===== src/rtl/pipe_sched_pkg.sv =====
// Shared constants and types for the round-robin fed increment pipeline.
package pipe_sched_pkg;

  localparam int DEF_DATA_W = 8;
  localparam int DEF_STAGES = 4;

  // Per-stage increment: stage 0 is a plain load, stage k adds k.
  localparam int STG_INC [0:3] = '{0, 1, 2, 3};

  typedef logic req_id_t;

  localparam logic [2:0] HIT_PAT_A = 3'b101;
  localparam logic [2:0] HIT_PAT_B = 3'b111;

endpackage


===== src/rtl/pipe_rr_sched_if.sv =====
// Requester, consumer and flush signals of pipe_rr_sched.
// PIPE_SCHED_RANGE_CHK_EN adds the out_hit flag.
interface pipe_rr_sched_if #(
  parameter int DATA_W = pipe_sched_pkg::DEF_DATA_W
);
  logic              flush;
  logic              req0_valid;
  logic [DATA_W-1:0] req0_data;
  logic              req0_ready;
  logic              req1_valid;
  logic [DATA_W-1:0] req1_data;
  logic              req1_ready;
  logic              out_valid;
  logic [DATA_W-1:0] out_data;
  logic              out_id;
  logic              out_ready;
  logic [2:0]        occupancy;
`ifdef PIPE_SCHED_RANGE_CHK_EN
  logic              out_hit;

  modport master (
    output flush, req0_valid, req0_data, req1_valid, req1_data, out_ready,
    input  req0_ready, req1_ready, out_valid, out_data, out_id, occupancy, out_hit
  );

  modport slave (
    input  flush, req0_valid, req0_data, req1_valid, req1_data, out_ready,
    output req0_ready, req1_ready, out_valid, out_data, out_id, occupancy, out_hit
  );
`else
  modport master (
    output flush, req0_valid, req0_data, req1_valid, req1_data, out_ready,
    input  req0_ready, req1_ready, out_valid, out_data, out_id, occupancy
  );

  modport slave (
    input  flush, req0_valid, req0_data, req1_valid, req1_data, out_ready,
    output req0_ready, req1_ready, out_valid, out_data, out_id, occupancy
  );
`endif
endinterface


===== src/rtl/pipe_rr_sched_rr_arb2.sv =====
// Two-input round-robin arbiter; rr_ptr names the requester favoured on a tie.
module rr_arb2
  import pipe_sched_pkg::*;
(
  input  logic       clk,
  input  logic       rst,
  input  logic       en,
  input  logic [1:0] req,
  output logic [1:0] gnt,
  output req_id_t    gnt_id
);

  logic rr_ptr;

  always_comb begin
    gnt    = 2'b00;
    gnt_id = 1'b0;
    if (en) begin
      case (req)
        2'b01: begin gnt = 2'b01; gnt_id = 1'b0; end
        2'b10: begin gnt = 2'b10; gnt_id = 1'b1; end
        2'b11: begin
          gnt_id = rr_ptr;
          gnt    = rr_ptr ? 2'b10 : 2'b01;
        end
        default: begin gnt = 2'b00; gnt_id = 1'b0; end
      endcase
    end
  end

  always_ff @(posedge clk or posedge rst) begin
    if (rst)
      rr_ptr <= 1'b0;
    else if (|gnt)
      rr_ptr <= ~gnt_id;
  end

endmodule


===== src/rtl/pipe_rr_sched.sv =====
// Round-robin scheduler feeding a 4-stage +0/+1/+2/+3 pipeline with stall and flush.
// Optional out_hit range flag: define PIPE_SCHED_RANGE_CHK_EN.
module pipe_rr_sched
  import pipe_sched_pkg::*;
#(
  parameter int DATA_W = DEF_DATA_W,
  parameter int STAGES = DEF_STAGES
) (
  input logic             clk,
  input logic             rst,
  pipe_rr_sched_if.slave  bus
);

  function automatic logic [DATA_W-1:0] wrap_add(input logic [DATA_W-1:0] a, input int inc);
    return a + DATA_W'(inc);
  endfunction

  logic              vld_p0, vld_p1, vld_p2, vld_p3;
  logic [DATA_W-1:0] d_p0, d_p1, d_p2, d_p3;
  req_id_t           id_p0, id_p1, id_p2, id_p3;

  logic              advance;
  logic              grant_en;
  logic [1:0]        gnt;
  req_id_t           gnt_id;
  logic [STAGES-1:0] vld_vec;
  logic [2:0]        occ;

  // A stall happens only when stage 3 is full and the consumer refuses it.
  assign advance  = !vld_p3 || bus.out_ready;
  assign grant_en = advance && !bus.flush && !rst;

  rr_arb2 u_arb (
    .clk    (clk),
    .rst    (rst),
    .en     (grant_en),
    .req    ({bus.req1_valid, bus.req0_valid}),
    .gnt    (gnt),
    .gnt_id (gnt_id)
  );

  always_ff @(posedge clk or posedge rst) begin
    if (rst) begin
      vld_p0 <= 1'b0; vld_p1 <= 1'b0; vld_p2 <= 1'b0; vld_p3 <= 1'b0;
      d_p0   <= '0;   d_p1   <= '0;   d_p2   <= '0;   d_p3   <= '0;
      id_p0  <= 1'b0; id_p1  <= 1'b0; id_p2  <= 1'b0; id_p3  <= 1'b0;
    end else begin
      if (bus.flush) begin
        vld_p0 <= 1'b0; vld_p1 <= 1'b0; vld_p2 <= 1'b0; vld_p3 <= 1'b0;
      end else if (advance) begin
        vld_p0 <= |gnt;
        vld_p1 <= vld_p0;
        vld_p2 <= vld_p1;
        vld_p3 <= vld_p2;
      end
      if (advance) begin
        // stage 0: load grant winner
        d_p0  <= wrap_add(gnt[1] ? bus.req1_data : bus.req0_data, STG_INC[0]);
        id_p0 <= gnt_id;
        // stage 1
        d_p1  <= wrap_add(d_p0, STG_INC[1]);
        id_p1 <= id_p0;
        // stage 2
        d_p2  <= wrap_add(d_p1, STG_INC[2]);
        id_p2 <= id_p1;
        // stage 3
        d_p3  <= wrap_add(d_p2, STG_INC[3]);
        id_p3 <= id_p2;
      end
    end
  end

  assign vld_vec = {vld_p3, vld_p2, vld_p1, vld_p0};

  always_comb begin
    occ = '0;
    for (int i = 0; i < STAGES; i++)
      occ = occ + 3'(vld_vec[i]);
  end

  assign bus.req0_ready = gnt[0];
  assign bus.req1_ready = gnt[1];
  assign bus.out_valid  = vld_p3;
  assign bus.out_data   = d_p3;
  assign bus.out_id     = id_p3;
  assign bus.occupancy  = occ;

`ifdef PIPE_SCHED_RANGE_CHK_EN
  function automatic logic is_hit(input logic [DATA_W-1:0] d);
    return (d[2:0] == HIT_PAT_A) || (d[2:0] == HIT_PAT_B);
  endfunction

  logic hit_p3;

  // Computed from the value entering stage 3 so it lines up with v3/d3.
  always_ff @(posedge clk or posedge rst) begin
    if (rst)
      hit_p3 <= 1'b0;
    else if (bus.flush)
      hit_p3 <= 1'b0;
    else if (advance)
      hit_p3 <= vld_p2 && is_hit(wrap_add(d_p2, STG_INC[3]));
  end

  assign bus.out_hit = hit_p3;
`endif

endmodule


===== src/flat_wrapper.sv =====
// flat-port wrapper written by rule: the top's interface ports become plain ports
module pipe_rr_sched_flat import pipe_sched_pkg::*;
#(
  parameter int DATA_W = DEF_DATA_W,
  parameter int STAGES = DEF_STAGES
)
  (clk, rst, bus_flush, bus_req0_valid, bus_req0_data, bus_req1_valid, bus_req1_data, bus_out_ready, bus_req0_ready, bus_req1_ready, bus_out_valid, bus_out_data, bus_out_id, bus_occupancy);
  pipe_rr_sched_if #(.DATA_W(DATA_W)) bus_i ();
  input logic clk;
  input logic rst;
  input wire logic [$bits(bus_i.flush)-1:0] bus_flush;
  input wire logic [$bits(bus_i.req0_valid)-1:0] bus_req0_valid;
  input wire logic [$bits(bus_i.req0_data)-1:0] bus_req0_data;
  input wire logic [$bits(bus_i.req1_valid)-1:0] bus_req1_valid;
  input wire logic [$bits(bus_i.req1_data)-1:0] bus_req1_data;
  input wire logic [$bits(bus_i.out_ready)-1:0] bus_out_ready;
  output wire logic [$bits(bus_i.req0_ready)-1:0] bus_req0_ready;
  output wire logic [$bits(bus_i.req1_ready)-1:0] bus_req1_ready;
  output wire logic [$bits(bus_i.out_valid)-1:0] bus_out_valid;
  output wire logic [$bits(bus_i.out_data)-1:0] bus_out_data;
  output wire logic [$bits(bus_i.out_id)-1:0] bus_out_id;
  output wire logic [$bits(bus_i.occupancy)-1:0] bus_occupancy;
  assign bus_i.flush = bus_flush;
  assign bus_i.req0_valid = bus_req0_valid;
  assign bus_i.req0_data = bus_req0_data;
  assign bus_i.req1_valid = bus_req1_valid;
  assign bus_i.req1_data = bus_req1_data;
  assign bus_i.out_ready = bus_out_ready;
  assign bus_req0_ready = bus_i.req0_ready;
  assign bus_req1_ready = bus_i.req1_ready;
  assign bus_out_valid = bus_i.out_valid;
  assign bus_out_data = bus_i.out_data;
  assign bus_out_id = bus_i.out_id;
  assign bus_occupancy = bus_i.occupancy;
  pipe_rr_sched #(.DATA_W(DATA_W), .STAGES(STAGES)) u_core (.clk(clk), .rst(rst), .bus(bus_i));
endmodule

===== config.mk =====
export PLATFORM = sky130hd
export DESIGN_NAME = pipe_rr_sched_flat
export DESIGN_NICKNAME = d
export VERILOG_FILES = /design/src/rtl/pipe_sched_pkg.sv /design/src/rtl/pipe_rr_sched_if.sv /design/src/rtl/pipe_rr_sched_rr_arb2.sv /design/src/rtl/pipe_rr_sched.sv /design/src/flat_wrapper.sv
export SDC_FILE = /design/constraint.sdc
export NUM_CORES = 1
export LEC_CHECK = 0
export CORE_MARGIN = 10
export CORE_UTILIZATION = 45
export DETAILED_ROUTE_END_ITERATION = 10
export GPL_ROUTABILITY_DRIVEN = 1
export PLACE_DENSITY = 0.76
export SLEW_MARGIN = 5
export SYNTH_ARGS = -nofsm -noshare
export SYNTH_HDL_FRONTEND = slang
export SYNTH_HIERARCHICAL = 1
export SYNTH_SLANG_ARGS = --single-unit

===== constraint.sdc =====
create_clock -name clk -period 3 [get_ports clk]
set_input_delay 0.75 -clock clk [delete_from_list [all_inputs] [get_ports clk]]
set_output_delay 0.75 -clock clk [all_outputs]
set_load 0.02 [all_outputs]

### After elaboration in Yosys (flattened, before gate mapping)

Cells that the tools add are included.

| operators by class | value |
|---|---|
| multiplexer cells | 14 |
| add/sub/neg operators | 6 |
| reductions and logical operators | 8 |
| bitwise logic cells | 1 |
| equality and inequality tests | 3 |

Operators by type and width:

| operator | count |
|---|---|
| 8-bit by 2-bit adder with 8-bit output, second input constant | 2 |
| 1-bit 2-to-1 mux | 9 |
| 8-bit by 1-bit adder with 8-bit output, second input constant | 1 |
| 8-bit 2-to-1 mux | 1 |
| 3-bit by 1-bit adder with 3-bit output | 2 |
| 2-bit case mux with 3 select lines | 1 |
| 2-bit == test, second input constant | 2 |
| 2-bit 2-to-1 mux | 2 |
| 1-bit logical NOT | 3 |
| 1-bit by 1-bit adder with 2-bit output | 1 |
| 2-bit by 1-bit == test with 1-bit output, second input constant | 1 |
| 1-bit logical AND | 2 |
| 1-bit case mux with 2 select lines | 1 |
| 2-bit nonzero test | 1 |
| 2-bit OR reduction | 1 |
| 1-bit logical OR | 1 |
| 1-bit NOT | 1 |

| word-level totals | value |
|---|---|
| word-level logic and storage cells | 45 |
| input bits | 22 |
| flip-flop bits (word level) | 41 |
| output and inout port bits | 15 |

### Logic depth before layout (Yosys ltp)

| logic depth | value |
|---|---|
| depth in word-level cells | 8 |
| gate-level depth with buffers | 9 |
| mapped depth without buffers | 6 |

### By module

The synthesis kept the hierarchy.

By module, submodules not included:

| module | seq. area each (sq um) | instances | area each (sq um) | cells each |
|---|---|---|---|---|
| pipe_rr_sched | 1001.0 | 1 | 1895.6 | 201 |
| rr_arb2 | 25.0 | 1 | 70.1 | 10 |

### Worst setup path before layout

No wires, ideal clock.

| path | value |
|---|---|
| path kind | input -> output |
| start | input port bus_out_ready |
| end | output port bus_req0_ready |
| arrival | 1.800 ns |
| buffers on the path | 2 |
| required time | 2.250 ns |
| cell stages on the path | 6 |
| setup slack | 0.450 ns |
| cells stage by stage | nor2b_1 buf_2 buf_2 nor3_1 nand2_1 a21oi_1 |

| between the ends | value |
|---|---|
| cells in the longest elaborated chain, start to end | 4 |

RTL lines:

| item | RTL line | RTL |
|---|---|---|
| start, declared | flat_wrapper.sv:16 | `input wire logic [$bits(bus_i.out_ready)-1:0] bus_out_ready;` |
| 1-bit logical OR | pipe_rr_sched.sv:30 | `assign advance = !vld_p3 \|\| bus.out_ready;` |
| 1-bit logical AND (2 in a row) | pipe_rr_sched.sv:31 | `assign grant_en = advance && !bus.flush && !rst;` |
| net u_core.grant_en | pipe_rr_sched.sv:23 | `logic grant_en;` |
| 2-bit 2-to-1 mux | pipe_rr_sched_rr_arb2.sv:18 | `if (en) begin` |
| end, declared | flat_wrapper.sv:17 | `output wire logic [$bits(bus_i.req0_ready)-1:0] bus_req0_ready;` |

The timed path passes the listed nets, and every way through them passes these cells.

### Final worst setup path

| path | value |
|---|---|
| start | register u_core.vld_p3, in the netlist u_core/bus.out_valid |
| end | output port bus_occupancy[1] |

| between the ends | value |
|---|---|
| cells in the longest elaborated chain, start to end | 1 |

RTL lines:

| item | RTL line | RTL |
|---|---|---|
| start, declared | pipe_rr_sched.sv:18 | `logic vld_p0, vld_p1, vld_p2, vld_p3;` |
| start signal, assigned | pipe_rr_sched.sv:54 | `vld_p3 <= vld_p2;` |
| 3-bit by 1-bit adder with 3-bit output | pipe_rr_sched.sv:78 | `occ = occ + 3'(vld_vec[i]);` |
| end, declared | flat_wrapper.sv:22 | `output wire logic [$bits(bus_i.occupancy)-1:0] bus_occupancy;` |

Every way passes these cells.

==> reports/results.ini <==
[worst_setup_path]
rr_startpoint=u_core/bus.out_valid$_DFFE_PP0P_
crit_chain=inv_1 -> fa_1 -> inv_1 -> ha_1 -> ha_1 -> dlygate4sd2_1
cp_slowest_stage_delay_ps=560
start_kind=register
worst-path-max-fanout=4
critPathSlowestCell=fa_1
cp-startpoint=u_core/bus.out_valid$_DFFE_PP0P_
timing.critical_path.buf_inv=3
worst-setup-path-type=reg2out
worstPathRequired_ps=2250
setup.worst_path.end_class=output pin
crit_arrival_ps=2120
critPathTopFamily=adder cells

[sta]
min_period_over_period_pct=95.7
whs_ps=470
fin_worst_skew_ps=9.92
worst_slew_pin_slew_ps=482
setup_violations=0
finalCriticalPeriod_ps=2870
worst_slack_ps=128
fin_setup_tns_ps=0
hold_viol_final=0
fmax_mhz=348
drv_slew=0
rsz0062_at_grt=no
slew_headroom_pct=67.9

[yosys]
syn_area_sq_um=1970
synth_top_area_cell=dfrtp_1
synth_flop_cell=dfrtp_1
synthTopCellsByCount=nand2_1, dfrtp_1, o21ai_0
synth-seq-area-share_pct=52.2
synth_top_area_share_pct=52.2
synth_most_common_cell=nand2_1
synth_edf_count=0
ys_ff_latch=41
synth_area_leaders=dfrtp_1, nand2_1, o21ai_0
synth_cells=211
synthDistinctLibCells=27
yosys_warnings=6
synth_nets=239
syn_area_per_cell_sq_um=9.32
ys_async_sr_fraction_pct=100

[power_and_ir_drop]
leakagePower_nw=1.11
p_clk_share_pct=33.9
power_frac_comb_pct=19.9
p_seq_share_pct=46.2
p_per_area_nw_per_um2=603
switching_share_pct=26.5
p_total_mw=1.53
peakVddDrop_uv=360
p_int_mw=1.12
power_switching_mw=0.405

[die]
start_util_pct=47.8
die_area_sq_um=7410
rows=23
ioPinCount=37
coreArea_sq_um=4120
die_x_um=86.1
die-height_um=86.1

[global_routing]
grt_pass1_wl_um=6300
grt_max_degree=45
grt.total_usage_pct=10.3
grt_pass1_vias=1486
grt_remaining_overflow=0
antenna_found_initial=0

[clock_tree]
clk-insertion-delay-late_ps=300
htreeDepth=2
clk_pin_slew_ps=80
cts_buffers=5
cts-root-buf=clkbuf_8
cts_tree=built
holdBufCountCts=0
postCtsSetupBuffers=0
cts_sinks=41
clk_path_buf_depth=2

[route]
met3_length_um=275
dr.max_layer_used=met4
drtIter0Drc=73
first_pass_iters=4
vias=1512
antenna_left=0
wl_met2_um=1690
drt-met1-wl_um=1570
wl_per_cell_um=11.8
drc=0
via_per_inst=4.97
drt_wl_total_um=3600

[cells_and_area]
nNetsFinal=281
drive_above_1_share_pct=9.06
antenna_cells=0
n_fill_cell=407
area_growth_pct=29.0
layoutNonFillerInstCount=304

[worst_hold_path]
hp-class=reg2reg
worstHoldStart=u_core/bus.out_id$_DFFE_PP0P_

[placed_design]
hpwl_um=2670
place.port_buffers=36
gp_congestion=0.770
dpl.cell_count=296
post-place-ws_ps=-187

[outcome]
status=finished clean

[run]
maxCapViolations=0

## worst reg2reg max path, cell delays in order, from the launching register on
cell,delay [ps]
dfrtp_1,410
nor2b_2,170
nor3_1,150
buf_4,140
nand2_1,60
a21oi_1,150
buf_4,220
mux2i_1,210
o21ai_0,90
## cell families (layout without fill, tap and decap cells)
logic type	Yosys count	count (layout)	share of synthesized area, %
muxes	8	8	4.07
xor gates and xnor gates	10	10	4.46
DFF	41	41	52.2
AOI/OAI and AO/OA	48	48	13.2
and+or+nand+nor	78	78	17.6
buffers and inverters	20	63	4.26
adders and majority gates	6	6	4.20
## power groups by stage
stage	sequential (mW)	combinational (mW)	clock, mW
after CTS	0.708	0.312	0.531
after global placement	0.714	0.303	0
after global routing	0.720	0.337	0.559
after detailed placement	0.720	0.312	0
after floorplan	0.749	0.130	0
final	0.706	0.304	0.518
## registers in the layout (all words and copies together) (netlist names), 8 cells and up
name and count:
u_core/d_p0 8, u_core/d_p1 8, u_core/bus.out_data 8, u_core/d_p2 8
## layout make-up
cell class / count / area (sq um) / area share, %
Clock buffer: 5 / 68.8 / 2.71
Clock inverter: 3 / 65.1 / 2.57
Inverter: 10 / 37.5 / 1.48
Multi-Input combinational cell: 150 / 858 / 33.8
Sequential cell: 41 / 1030 / 40.5
Tap cell: 50 / 62.6 / 2.47
Timing Repair Buffer: 45 / 418 / 16.5
## final timing paths
| check | to | slack (ps) | cells past startpoint |
|---|---|---|---|
| worst max-delay path | bus_occupancy[1] | 130 | 6 |
| min in group asynchronous | u_core/u_arb/rr_ptr$_DFFE_PP0P_ | 730 | 3 |
| worst min-delay path | u_core/bus.out_id$_DFFE_PP0P_ | 470 | 2 |
| max in group asynchronous | u_core/bus.out_data[7]$_DFFE_PP0P_ | 1650 | 4 |
| worst max register to register | u_core/d_p0[0]$_DFFE_PP0P_ | 1280 | 8 |
| worst min register to register | u_core/bus.out_id$_DFFE_PP0P_ | 470 | 2 |
## through the flow
stage          util [%]  instance area, sq um
4_1_cts            61.8                  2540
6_report           61.6                  2540
5_1_grt            61.6                  2540
3_5_place_dp       58.6                  2410
3_3_place_gp       58.6                  2410
2_1_floorplan         -                  1970
## cells in the final DEF, fill, tap and decap left out, types with 2 or more instances in the layout
cell type	synthesis	routed
buf_4	0	9
xor2_1	8	8
nor3_1	2	2
dfrtp_1	41	41
clkbuf_2	0	2
bufinv_16	0	2
mux2i_1	8	8
xnor2_1	2	2
or3_1	7	7
nand2_1	46	46
inv_1	10	10
a21oi_1	11	11
o21ai_0	27	27
ha_1	5	5
clkbuf_8	0	5
dlygate4sd2_1	0	2
nor2_1	12	12
nand3_1	4	4
clkdlybuf4s50_1	0	31
a31oi_1	7	7
## routing by layer
layer | vias to the layer above | track usage [%]
met5 | - | 0
met4 | 0 | 4.49
met3 | 6 | 4.82
met2 | 34 | 18.0
met1 | 674 | 10.3
li1 | 798 | -
## timing repair
action | CTS | global route
endpoints found under the setup margin | 4 | 3
hold endpoints to repair | 0 | 0
gates resized for setup | 4 | 5
Power figures use the tool's default switching activity.
==> variant, RTL diff (same flow settings) <==
Change the package constant `DEF_DATA_W` from 8 to 12.
--- a/src/rtl/pipe_sched_pkg.sv
+++ b/src/rtl/pipe_sched_pkg.sv
@@ -3,3 +3,3 @@
 
-  localparam int DEF_DATA_W = 8;
+  localparam int DEF_DATA_W = 12;
   localparam int DEF_STAGES = 4;
Interface: changed (resized bus_out_data, bus_req0_data and bus_req1_data); port bits go from 37 to 49. No check against the original RTL was run, so the function may have changed too.
==> variant against the original RTL <==
Register-to-register slack lost 0.02 ns; final area up 41%; worst setup slack worse by 0.020 ns; sequential cell count up 16; power rose by 29%; sequential share of layout area is 0.66 points lower; cell count is 42% higher; routed wire length rose by 58%; area after synthesis is 44% higher.
==> variant: results (changes against the original RTL) <==
| Metric | Value |
|---|---|
| Post-synthesis instance total | `304 (+44%)` |
| Placed Cells | `419 (+42%)` |
| DP HPWL | `4260 µm (+59%)` |
| Maximum fanout along the worst path | `3 (-1)` |
| Max stage delay on crit path | `0.54 ns (-0.02 ns)` |
| Vias | `2152 (+42%)` |
| Post-Synth XOR/XNOR Area | `0.0896 (+0.0451)` |
| Area after DPL | `3440 µm² (+42%)` |
| Fill count | `550 (+35%)` |
| Input/output buffers | `48 (+33%)` |
| Crit path arrival time | `2.14 ns (+0.02 ns)` |
| PwrDens | `551 nW/µm² (-8.6%)` |
| DR iter-0 viols | `77 (+5.5%)` |
| Hold_ws | `0.469 ns (-0.000610 ns)` |
| Compound-gate portion of the synthesized area | `0.107 (-0.0249)` |
| Pre-CTS setup slack | `-0.236 ns (-0.0490 ns)` |
| Skew final | `0.00687 ns (-0.00305 ns)` |
| M1 GR Usage | `0.131 (+0.0287)` |
| Top cells by count, synth | `57 x dfrtp_1, 51 x nand2_1, 36 x nor2_1` |
| Syn_nets | `340 (+42%)` |
| Met2 usage | `0.210 (+0.0306)` |
| First-pass GRT wire length | `10000 µm (+59%)` |
| Worst Max-Slew Pin Slew | `0.621 ns (+0.138 ns)` |
| CTS resizes | `5 (+1)` |
| Nets | `391 (+39%)` |
| Clock Latency Late Sink | `0.33 ns (+0.03 ns)` |
| R2R setup slack | `1.26 ns (-0.02 ns)` |
| GP Congestion | `0.781 (+1.5%)` |
| Final wirelength | `5680 µm (+58%)` |
| P_leak | `1.49 nW (+34%)` |
| Status | `completed` |
| Post-synth cell types | `30 (+11%)` |
| Met3 wire length | `312 µm (+13%)` |
| Vias in the first global route | `2262 (+52%)` |
| CTS H-tree depth | `3 (+1)` |
| Largest net degree at the start of global routing | `49 (+8.9%)` |
| IR Drop Worst-Case VDD | `0.396 mV (+10%)` |
| Met3 usage in global routing | `0.0401 (-0.00811)` |
| All-Layer GR Usage | `0.122 (+0.0183)` |
| Seq/Total Area, Yosys | `0.503 (-0.0186)` |
| Die footprint | `9870 µm² (+33%)` |
| Adder-cell share of the synthesized area | `0.0291 (-0.0129)` |
| CTS Buf Count | `9 (+4)` |
| Most frequent cell after synthesis | `dfrtp_1` |
| Clock group power | `580 µW (+12%)` |
| Worst hold start | `u_core/id_p0` |
| Synth top area cells | `dfrtp_1 50%, nand2_1 6.8%, xnor2_1 6.2%` |
| Reg2Reg Capture Point | `u_core/d_p0[1]` |
| Worst-path clk slew | `0.06 ns (-0.02 ns)` |
| Met1 WL | `2400 µm (+53%)` |
| WL/cell | `13.1 µm (+11%)` |
| Worst Hold End | `u_core/id_p1` |
| Multiplexer area fraction after synthesis | `0.0424 (+0.00165)` |
| Layout cells sized above 1 | `0.0980 (+0.00749)` |
| Met2 routed WL | `2870 µm (+70%)` |
| Switch Pwr | `577 µW (+42%)` |
==> variant: worst max-delay path by stage <==
stage,start,end,slack (ns),cells past startpoint
finish,u_core/bus.out_valid,bus_occupancy[1],0.11,6
global route,u_core/bus.out_valid,bus_occupancy[1],0.008,6
CTS,bus_out_ready,bus_req0_ready,0.03,6
detailed placement,bus_out_ready,bus_req0_ready,-0.24,6
global placement,bus_out_ready,bus_req0_ready,-0.16,6
floorplan,bus_out_ready,u_core/d_p0[0],0.39,9
==> variant: cell families after synthesis <==
logic type / after synthesis
simple gates: 116
compound gates: 57
flops: 57
xor+xnor: 29
buf+inv: 27
mux: 12
fa+ha+maj: 6
==> variant: layout make-up <==
| cell class | count | area share |
|---|---|---|
| clock buffer | 12 | 0.0405 |
| tap | 75 | 0.0262 |
| clock inverter | 1 | 0.00140 |
| sequential | 57 | 0.398 |
| multi-input combinational | 220 | 0.366 |
| inverter | 11 | 0.0115 |
| timing repair buffer | 56 | 0.156 |
